$ cat src/rtl/display_refresh_ctrl_pkg.sv
// Shared types and constants for the 7-segment refresh sequencer.
// Holds the FSM encoding, the default blank code and the blink field bit positions.
package display_refresh_ctrl_pkg;

  typedef enum logic [2:0] {
    ST_IDLE,
    ST_LOAD,
    ST_START,
    ST_WAIT_ACK,
    ST_WAIT_DONE
  } state_t;

  localparam logic [3:0] BLANK_CODE_DEF = 4'hF;

  // Bit positions inside the one-hot blink field select
  localparam logic [1:0] FLD_HOURS   = 2'd2;
  localparam logic [1:0] FLD_MINUTES = 2'd1;
  localparam logic [1:0] FLD_SECONDS = 2'd0;

  function automatic logic [3:0] blank_digit(input logic [3:0] digit,
                                             input logic       blank,
                                             input logic [3:0] code);
    return blank ? code : digit;
  endfunction

endpackage

$ cat src/rtl/sysclk_divider.sv
// Free-running divider: counts 0..DIV-1 and emits a registered one-cycle tick on wrap.
// Shared by the refresh-rate and blink-rate timebases.
module sysclk_divider #(
  parameter int unsigned DIV = 500_000
) (
  input  logic i_clk,
  input  logic i_reset_n,
  output logic o_tick
);

  localparam int unsigned CW = (DIV > 1) ? $clog2(DIV) : 1;
  localparam logic [CW-1:0] LAST = CW'(DIV - 1);

  logic [CW-1:0] cnt;

  always_ff @(posedge i_clk or negedge i_reset_n) begin
    if (!i_reset_n) begin
      cnt    <= '0;
      o_tick <= 1'b0;
    end else begin
      o_tick <= (cnt == LAST);
      if (cnt == LAST) cnt <= '0;
      else             cnt <= cnt + 1'b1;
    end
  end

endmodule

$ cat src/rtl/display_refresh_ctrl.sv
// Frame sequencer for the serial 7-segment path: snapshots the clock digits,
// applies blink blanking and colon blink, then runs the start/busy handshake.
//
//   state        | meaning
//   -------------+---------------------------------------------------------
//   ST_IDLE      | waiting for a pending request with the output path free
//   ST_LOAD      | one cycle: capture digits, blanking, dps and enable
//   ST_START     | one cycle: start strobe, arm the ack timeout
//   ST_WAIT_ACK  | waiting for busy to rise; timeout sets the sticky error
//   ST_WAIT_DONE | waiting for busy to fall; pulses frame_done
module display_refresh_ctrl
  import display_refresh_ctrl_pkg::*;
#(
  parameter int unsigned SYS_CLK_HZ  = 50_000_000,
  parameter int unsigned REFRESH_HZ  = 100,
  parameter int unsigned BLINK_HZ    = 2,
  parameter logic [3:0]  BLANK_CODE  = BLANK_CODE_DEF,
  parameter int unsigned ACK_TIMEOUT = 15
) (
  input  logic       i_clk,
  input  logic       i_reset_n,
  input  logic       i_en,
  input  logic       i_update_stb,
  input  logic [2:0] i_blink_sel,
  input  logic       i_colon_en,
  input  logic [3:0] i_hours_msb,
  input  logic [3:0] i_hours_lsb,
  input  logic [3:0] i_minutes_msb,
  input  logic [3:0] i_minutes_lsb,
  input  logic [3:0] i_seconds_msb,
  input  logic [3:0] i_seconds_lsb,
  input  logic       i_busy,
  output logic       o_start_stb,
  output logic       o_en,
  output logic [3:0] o_hours_msb,
  output logic [3:0] o_hours_lsb,
  output logic [3:0] o_minutes_msb,
  output logic [3:0] o_minutes_lsb,
  output logic [3:0] o_seconds_msb,
  output logic [3:0] o_seconds_lsb,
  output logic       o_dp_hours1,
  output logic       o_dp_hours2,
  output logic       o_dp_minutes1,
  output logic       o_dp_minutes2,
  output logic       o_dp_seconds1,
  output logic       o_dp_seconds2,
  output logic       o_frame_done,
  output logic       o_error
);

  localparam int unsigned REFRESH_DIV = SYS_CLK_HZ / REFRESH_HZ;
  localparam int unsigned BLINK_DIV   = SYS_CLK_HZ / (2 * BLINK_HZ);
  localparam int unsigned TO_W        = $clog2(ACK_TIMEOUT + 1);

  state_t          state, state_nxt;
  logic            refresh_tick, blink_tick;
  logic            blink_phase;
  logic            pending;
  logic            load_go;
  logic            err_set;
  logic [TO_W-1:0] to_cnt;
  logic            blank_h, blank_m, blank_s;

  sysclk_divider #(.DIV(REFRESH_DIV)) u_refresh_div (
    .i_clk     (i_clk),
    .i_reset_n (i_reset_n),
    .o_tick    (refresh_tick)
  );

  sysclk_divider #(.DIV(BLINK_DIV)) u_blink_div (
    .i_clk     (i_clk),
    .i_reset_n (i_reset_n),
    .o_tick    (blink_tick)
  );

  assign load_go = (state == ST_IDLE) && (state_nxt == ST_LOAD);

  // A request arriving in the same cycle as the LOAD entry survives for the next frame
  always_ff @(posedge i_clk or negedge i_reset_n) begin
    if (!i_reset_n) begin
      pending     <= 1'b0;
      blink_phase <= 1'b0;
    end else begin
      pending     <= refresh_tick | blink_tick | i_update_stb | (pending & ~load_go);
      blink_phase <= blink_phase ^ blink_tick;
    end
  end

  always_ff @(posedge i_clk or negedge i_reset_n) begin
    if (!i_reset_n) state <= ST_IDLE;
    else            state <= state_nxt;
  end

  always_comb begin
    state_nxt    = state;
    o_start_stb  = 1'b0;
    o_frame_done = 1'b0;
    err_set      = 1'b0;
    case (state)
      ST_IDLE:      if (pending && !i_busy) state_nxt = ST_LOAD;
      ST_LOAD:      state_nxt = ST_START;
      ST_START: begin
        o_start_stb = 1'b1;
        state_nxt   = ST_WAIT_ACK;
      end
      ST_WAIT_ACK: begin
        if (i_busy) begin
          state_nxt = ST_WAIT_DONE;
        end else if (to_cnt <= TO_W'(1)) begin
          err_set   = 1'b1;
          state_nxt = ST_IDLE;
        end
      end
      ST_WAIT_DONE: begin
        if (!i_busy) begin
          o_frame_done = 1'b1;
          state_nxt    = ST_IDLE;
        end
      end
      default:      state_nxt = ST_IDLE;
    endcase
  end

  // Down-counter gives busy ACK_TIMEOUT full WAIT_ACK cycles to rise
  always_ff @(posedge i_clk or negedge i_reset_n) begin
    if (!i_reset_n) begin
      to_cnt  <= '0;
      o_error <= 1'b0;
    end else begin
      if (state == ST_START)                        to_cnt <= TO_W'(ACK_TIMEOUT);
      else if (state == ST_WAIT_ACK && to_cnt != '0) to_cnt <= to_cnt - 1'b1;
      if (err_set) o_error <= 1'b1;
    end
  end

  assign blank_h = blink_phase & i_blink_sel[FLD_HOURS];
  assign blank_m = blink_phase & i_blink_sel[FLD_MINUTES];
  assign blank_s = blink_phase & i_blink_sel[FLD_SECONDS];

  always_ff @(posedge i_clk or negedge i_reset_n) begin
    if (!i_reset_n) begin
      o_en          <= 1'b0;
      o_hours_msb   <= '0;
      o_hours_lsb   <= '0;
      o_minutes_msb <= '0;
      o_minutes_lsb <= '0;
      o_seconds_msb <= '0;
      o_seconds_lsb <= '0;
      o_dp_hours1   <= 1'b0;
      o_dp_hours2   <= 1'b0;
      o_dp_minutes1 <= 1'b0;
      o_dp_minutes2 <= 1'b0;
      o_dp_seconds1 <= 1'b0;
      o_dp_seconds2 <= 1'b0;
    end else if (state == ST_LOAD) begin
      o_en          <= i_en;
      o_hours_msb   <= blank_digit(i_hours_msb,   blank_h, BLANK_CODE);
      o_hours_lsb   <= blank_digit(i_hours_lsb,   blank_h, BLANK_CODE);
      o_minutes_msb <= blank_digit(i_minutes_msb, blank_m, BLANK_CODE);
      o_minutes_lsb <= blank_digit(i_minutes_lsb, blank_m, BLANK_CODE);
      o_seconds_msb <= blank_digit(i_seconds_msb, blank_s, BLANK_CODE);
      o_seconds_lsb <= blank_digit(i_seconds_lsb, blank_s, BLANK_CODE);
      o_dp_hours1   <= 1'b0;
      o_dp_hours2   <= i_colon_en & ~blink_phase;
      o_dp_minutes1 <= 1'b0;
      o_dp_minutes2 <= i_colon_en & ~blink_phase;
      o_dp_seconds1 <= 1'b0;
      o_dp_seconds2 <= 1'b0;
    end
  end

endmodule

$ cat config.mk
export PLATFORM = sky130hd
export DESIGN_NAME = display_refresh_ctrl
export DESIGN_NICKNAME = d
export VERILOG_FILES = /design/src/rtl/display_refresh_ctrl_pkg.sv /design/src/rtl/sysclk_divider.sv /design/src/rtl/display_refresh_ctrl.sv
export SDC_FILE = /design/constraint.sdc
export NUM_CORES = 1
export LEC_CHECK = 0
export CAP_MARGIN = 20
export CELL_PAD_IN_SITES_DETAIL_PLACEMENT = 0
export CELL_PAD_IN_SITES_GLOBAL_PLACEMENT = 1
export CORE_ASPECT_RATIO = 0.8
export CORE_UTILIZATION = 30
export DETAILED_ROUTE_END_ITERATION = 8
export DONT_BUFFER_PORTS = 1
export PLACE_DENSITY = 0.56
export SLEW_MARGIN = 25
export SYNTH_ARGS = -nofsm -noshare
export SYNTH_HDL_FRONTEND = slang
export SYNTH_SLANG_ARGS = --single-unit
$ cat constraint.sdc
create_clock -name i_clk -period 5.75 [get_ports i_clk]
set_input_delay 1.15 -clock i_clk [delete_from_list [all_inputs] [get_ports i_clk]]
set_output_delay 1.15 -clock i_clk [all_outputs]
set_load 0.02 [all_outputs]
======== Word level (Yosys, flattened, before mapping) ========
Cells that the tools add are included.
operators by class
  order comparisons ....................... 1
  muxes and demuxes ....................... 21
  reduce and logical (&&, ||, !) cells .... 7
  equal/unequal tests ..................... 7
  bitwise gates (word level) .............. 11
  add/sub/neg operators ................... 3
operator list
  kind                     count
  $mux W4                  8
  $add A24 B1 Y24 const B  1
  $eq A24 B24 Y1 const B   1
  $mux W24                 1
  $add A19 B1 Y19 const B  1
  $eq A19 B19 Y1 const B   1
  $mux W19                 1
  $pmux W3 S5              1
  $mux W3                  4
  $eq A3 B1 Y1 const B     2
  $eq A3 B2 Y1 const B     2
  $mux W1                  6
  $and A1 B1 Y1            5
  $le A4 B1 Y1 const B     1
  $reduce_bool A4 Y1       1
  $sub A4 B1 Y4 const B    1
  $eq A3 B3 Y1 const B     1
  $logic_and A1 B1 Y1      3
  $logic_not A3 Y1         1
  $or A1 B1 Y1             3
  $not A1 Y1               2
  $reduce_bool A2 Y1       1
  $logic_not A1 Y1         1
  $xor A1 B1 Y1            1
word-level totals
  flip-flop bits (word level) ............. 81
  word-level logic and storage cells ...... 67
  output and inout port bits .............. 34

======== Longest topological paths before layout ========
  depth in word-level cells ............... 9
  mapped depth ............................ 6

======== Hierarchy ========
From an unflattened synthesis, not the netlist that was laid out.
second synthesis, totals
  cells, all modules ...................... 383
  area total of the unflattened synthesis .. 3913.8 um^2
modules (own cells, without submodules)
  module                           seq. area each (um^2)  cells an instance  area each (um^2)  instances
  display_refresh_ctrl             900.9                  180                1769.2            1
  sysclk_divider at u_blink_div    625.6                  117                1202.4            1
  sysclk_divider at u_refresh_div  500.5                  86                 942.2             1

======== Worst setup path after synthesis ========
Ideal clock, no wire load.
  kind .................................... input -> output
  start ................................... input port i_busy
  end ..................................... output port o_frame_done
  required time ........................... 4600 ps
  path slack .............................. 3157 ps
  arrival time ............................ 1443 ps
  stages on the path ...................... 1
  cell sequence ........................... nor2_1
between the ends
  longest elaborated chain between the ends .. 2
ends and longest elaborated chain
  what             RTL line                     text
  start, declared  display_refresh_ctrl.sv:32   input logic i_busy,
  $mux W1          display_refresh_ctrl.sv:115  if (!i_busy) begin
  $mux W1          display_refresh_ctrl.sv:99   case (state)
  end, declared    display_refresh_ctrl.sv:47   output logic o_frame_done,
No other way between the ends.

======== Final worst setup path ========
Same ends and word-level chain as after synthesis.

==> results.toml <==
[power]
p_per_area_nw_per_um2 = 406.6
leakage_uw = 0.001699
ir_drop_mv = 0.2028

[clock_tree]
path_clk_slew_ps = 60
root_buffer = "clkbuf_16"
postCtsSetupRepairBufs = 0
cts.repair.resized = 0
cts_buffers = 9
cts-htree-levels = 3
clock_latency_ps = 340
clockBufferDepth = 2
cts_hold_buf = 0
clkSinkCount = 81
tritoncts = "yes"

[detailed_routing]
drc = 0
routed_wirelength_um = 8070
num_vias = 2776
drt_pass1_iterations = 4
post_drt_wl_per_cell_um = 14.23
drtAntennaViolNets = 0
drt_iter0_drc = 203
via_per_inst = 4.896

[cells_and_area]
nNetsFinal = 429
drive_gt1_share_pct = 6.566
nFillCells = 1247
fin_util_pct = 34.76
areaGrowthSynthToFinish_pct = 12.04
fin_area_um2 = 4274
antenna_cells = 0

[yosys]
synth_compound_area_share_pct = 8.101
synth_ff_type = "dfrtp_1"
synth_top_area_share_pct = 53.13
synth_top_family_by_area = "simple AND/OR/NAND/NOR gates"
synth.distinct_cells = 44
synth_edf_count = 0
synthMuxAreaShare_pct = 1.082
synth_xor_area_share_pct = 7.576
yosys_warnings = 0
synth_seq_cells = 81
yosys.area.top_type = "dfrtp_1"
synthArstFlopShare_pct = 100.0
synth_area_leaders = "dfrtp_1, nor2_1, xnor2_1, a21oi_1, nand4_1"
avgSynthCellArea_um2 = 9.634
syn_inst = 396
yosysSeqAreaShare_pct = 53.13
netlist_area_um2 = 3815
yosys-top-cells-count = "dfrtp_1, nor2_1, a21oi_1, xnor2_1, nand2_1"
synth_fa_ha_area_share_pct = 1.640
synthSimpleGateAreaFrac_pct = 24.96

[critical_path]
cpPeakStageDelay_ps = 310
critical_path_buf_inv_count = 0
endpoint_kind = "output pin"
cp_data_arrival_time_ps = 1460
crit_chain = "nor2_1"
crit_fanout = 6
cp_top_family = "simple AND/OR/NAND/NOR gates"
worstPathRequired_ps = 4600
worst_setup_path_start_kind = "primary input"
critPathKind = "primary input to output pin"
cp_slowest_cell = "nor2_1"

[floorplan]
fp.dieArea_um2 = 13170
initial_utilization_pct = 31.02
io-pin-count = 67
die_h_um = 102.9
rows = 36
fp.coreArea_um2 = 12300
die_x_um = 128.1

[timing]
holdWs_ps = 442.7
rsz0062_at_grt = "no"
max-slew-margin-rel_pct = 58.29
fin_setup_tns_ps = 0
timing.fmax_ghz = 0.3836
min_period_over_period_pct = 45.34
finClkSkew_ps = 8.189
slew_violations = 0
timing.final.crit_period_ps = 2607
worstMarginPinSlew_ps = 620.5
setup_viol = 0
finalHoldViolations = 0

[place]
routabilityCongestion = 0.7798
port_buffers = 0
dpl_cell_area_um2 = 3961
dp_hpwl_um = 5382

[run_status]
status = "completed"

[global_routing]
grt_pass1_wl_um = 13090
track_usage_pct = 12.99
grt_pass1_vias = 2538
grt_overflow = 0
grt_antenna_before_repair = 0
grt_max_degree = 82

[flow_run]
cap_violations = 0

[min_path]
hold_path.class = "flip-flop to flip-flop"
flip-flops by register name, summed over array words and instances (netlist names), 3 cells and up:
register and count:
u_refresh_div.cnt 19, state 3, to_cnt 4, o_seconds_msb 4, o_minutes_msb 4, o_hours_msb 4
o_seconds_lsb 4, u_blink_div.cnt 24, o_hours_lsb 4, o_minutes_lsb 4
cell type report:
| class | instances | area, um^2 | share of cell area [%] |
|---|---|---|---|
| tap | 171 | 214.0 | 5.006 |
| clock inverter | 5 | 63.81 | 1.493 |
| multi-input combinational | 290 | 1685 | 39.43 |
| timing repair buffer | 2 | 15.01 | 0.3513 |
| inverter | 7 | 26.28 | 0.6148 |
| sequential | 81 | 2027 | 47.42 |
| clock buffer | 11 | 242.7 | 5.679 |
layer usage:
| layer | wire length (um) | vias to the layer above | part of all wire (%) | track usage, % |
|---|---|---|---|---|
| met3 | 524 | 8 | 6.5 | 4.567 |
| met5 | 0 | - | 0 | 0 |
| met4 | 97 | 0 | 1.2 | 4.344 |
| met2 | 3469 | 84 | 43 | 18.35 |
| met1 | 3978 | 1324 | 49 | 18.42 |
| li1 | - | 1360 | - | - |
kinds of logic after synthesis:
kind of cell             after synthesis
AO/OA/AOI/OAI                         52
XOR/XNOR                              33
adder cells (fa/ha/maj)                5
buffers and inverters                 28
flip-flops                            81
multiplexers                           4
other                                  1
AND/OR/NAND/NOR                      192
report_power, final:
part | total [uW] | switching (uW) | internal [uW] | leakage [uW]
clock | 589 | 237 | 351 | 0.000146
combinational | 264 | 156 | 108 | 0.000560
sequential | 885 | 204 | 681 | 0.000993
total | 1740 | 597 | 1140 | 0.00170
through the flow:
| step | worst slack, ps | power (uW) | cells |
|---|---|---|---|
| 6_report | 3143 | 1738 | 567 |
| 5_1_grt | 3084 | 1840 | 567 |
| 4_1_cts | 3140 | 1764 | 567 |
| 3_5_place_dp | 3140 | 1166 | 551 |
| 3_3_place_gp | 3142 | 1157 | 551 |
| 2_1_floorplan | 3157 | 1100 | 399 |
path summary, 6_finish.rpt:
path                                                startpoint                               to  slack [ps]  depth (start not counted)
worst min-delay path            u_refresh_div.o_tick$_DFF_PN0_                pending$_DFF_PN0_         440                          2
worst max register to register    u_blink_div.cnt[7]$_DFF_PN0_    u_blink_div.cnt[21]$_DFF_PN0_        3590                          4
worst min register to register  u_refresh_div.o_tick$_DFF_PN0_                pending$_DFF_PN0_         440                          2
max in group asynchronous                            i_reset_n  u_refresh_div.cnt[11]$_DFF_PN0_        5090                          0
worst max-delay path                                    i_busy                     o_frame_done        3140                          1
min in group asynchronous                            i_reset_n            to_cnt[1]$_DFFE_PN0P_         510                          0
layout by cell type, fill, tap and decap left out, drive strengths merged, types with 3 or more instances in the layout:
cell type | Yosys | layout
a21oi | 33 | 33
or4 | 4 | 4
mux2i | 3 | 3
clkbuf | 11 | 11
ha | 5 | 5
nand4 | 15 | 15
o31ai | 5 | 5
nand3b | 3 | 3
nand3 | 17 | 17
inv | 7 | 8
nand2 | 21 | 21
xnor2 | 23 | 23
nor2 | 81 | 81
nor4 | 9 | 9
xor2 | 10 | 10
nor3 | 15 | 15
a21o | 3 | 3
nor4b | 3 | 3
and4 | 5 | 5
and3 | 3 | 3
conb | 1 | 4
dfrtp | 81 | 81
and2 | 5 | 5
(Power assumes the default switching activity.)
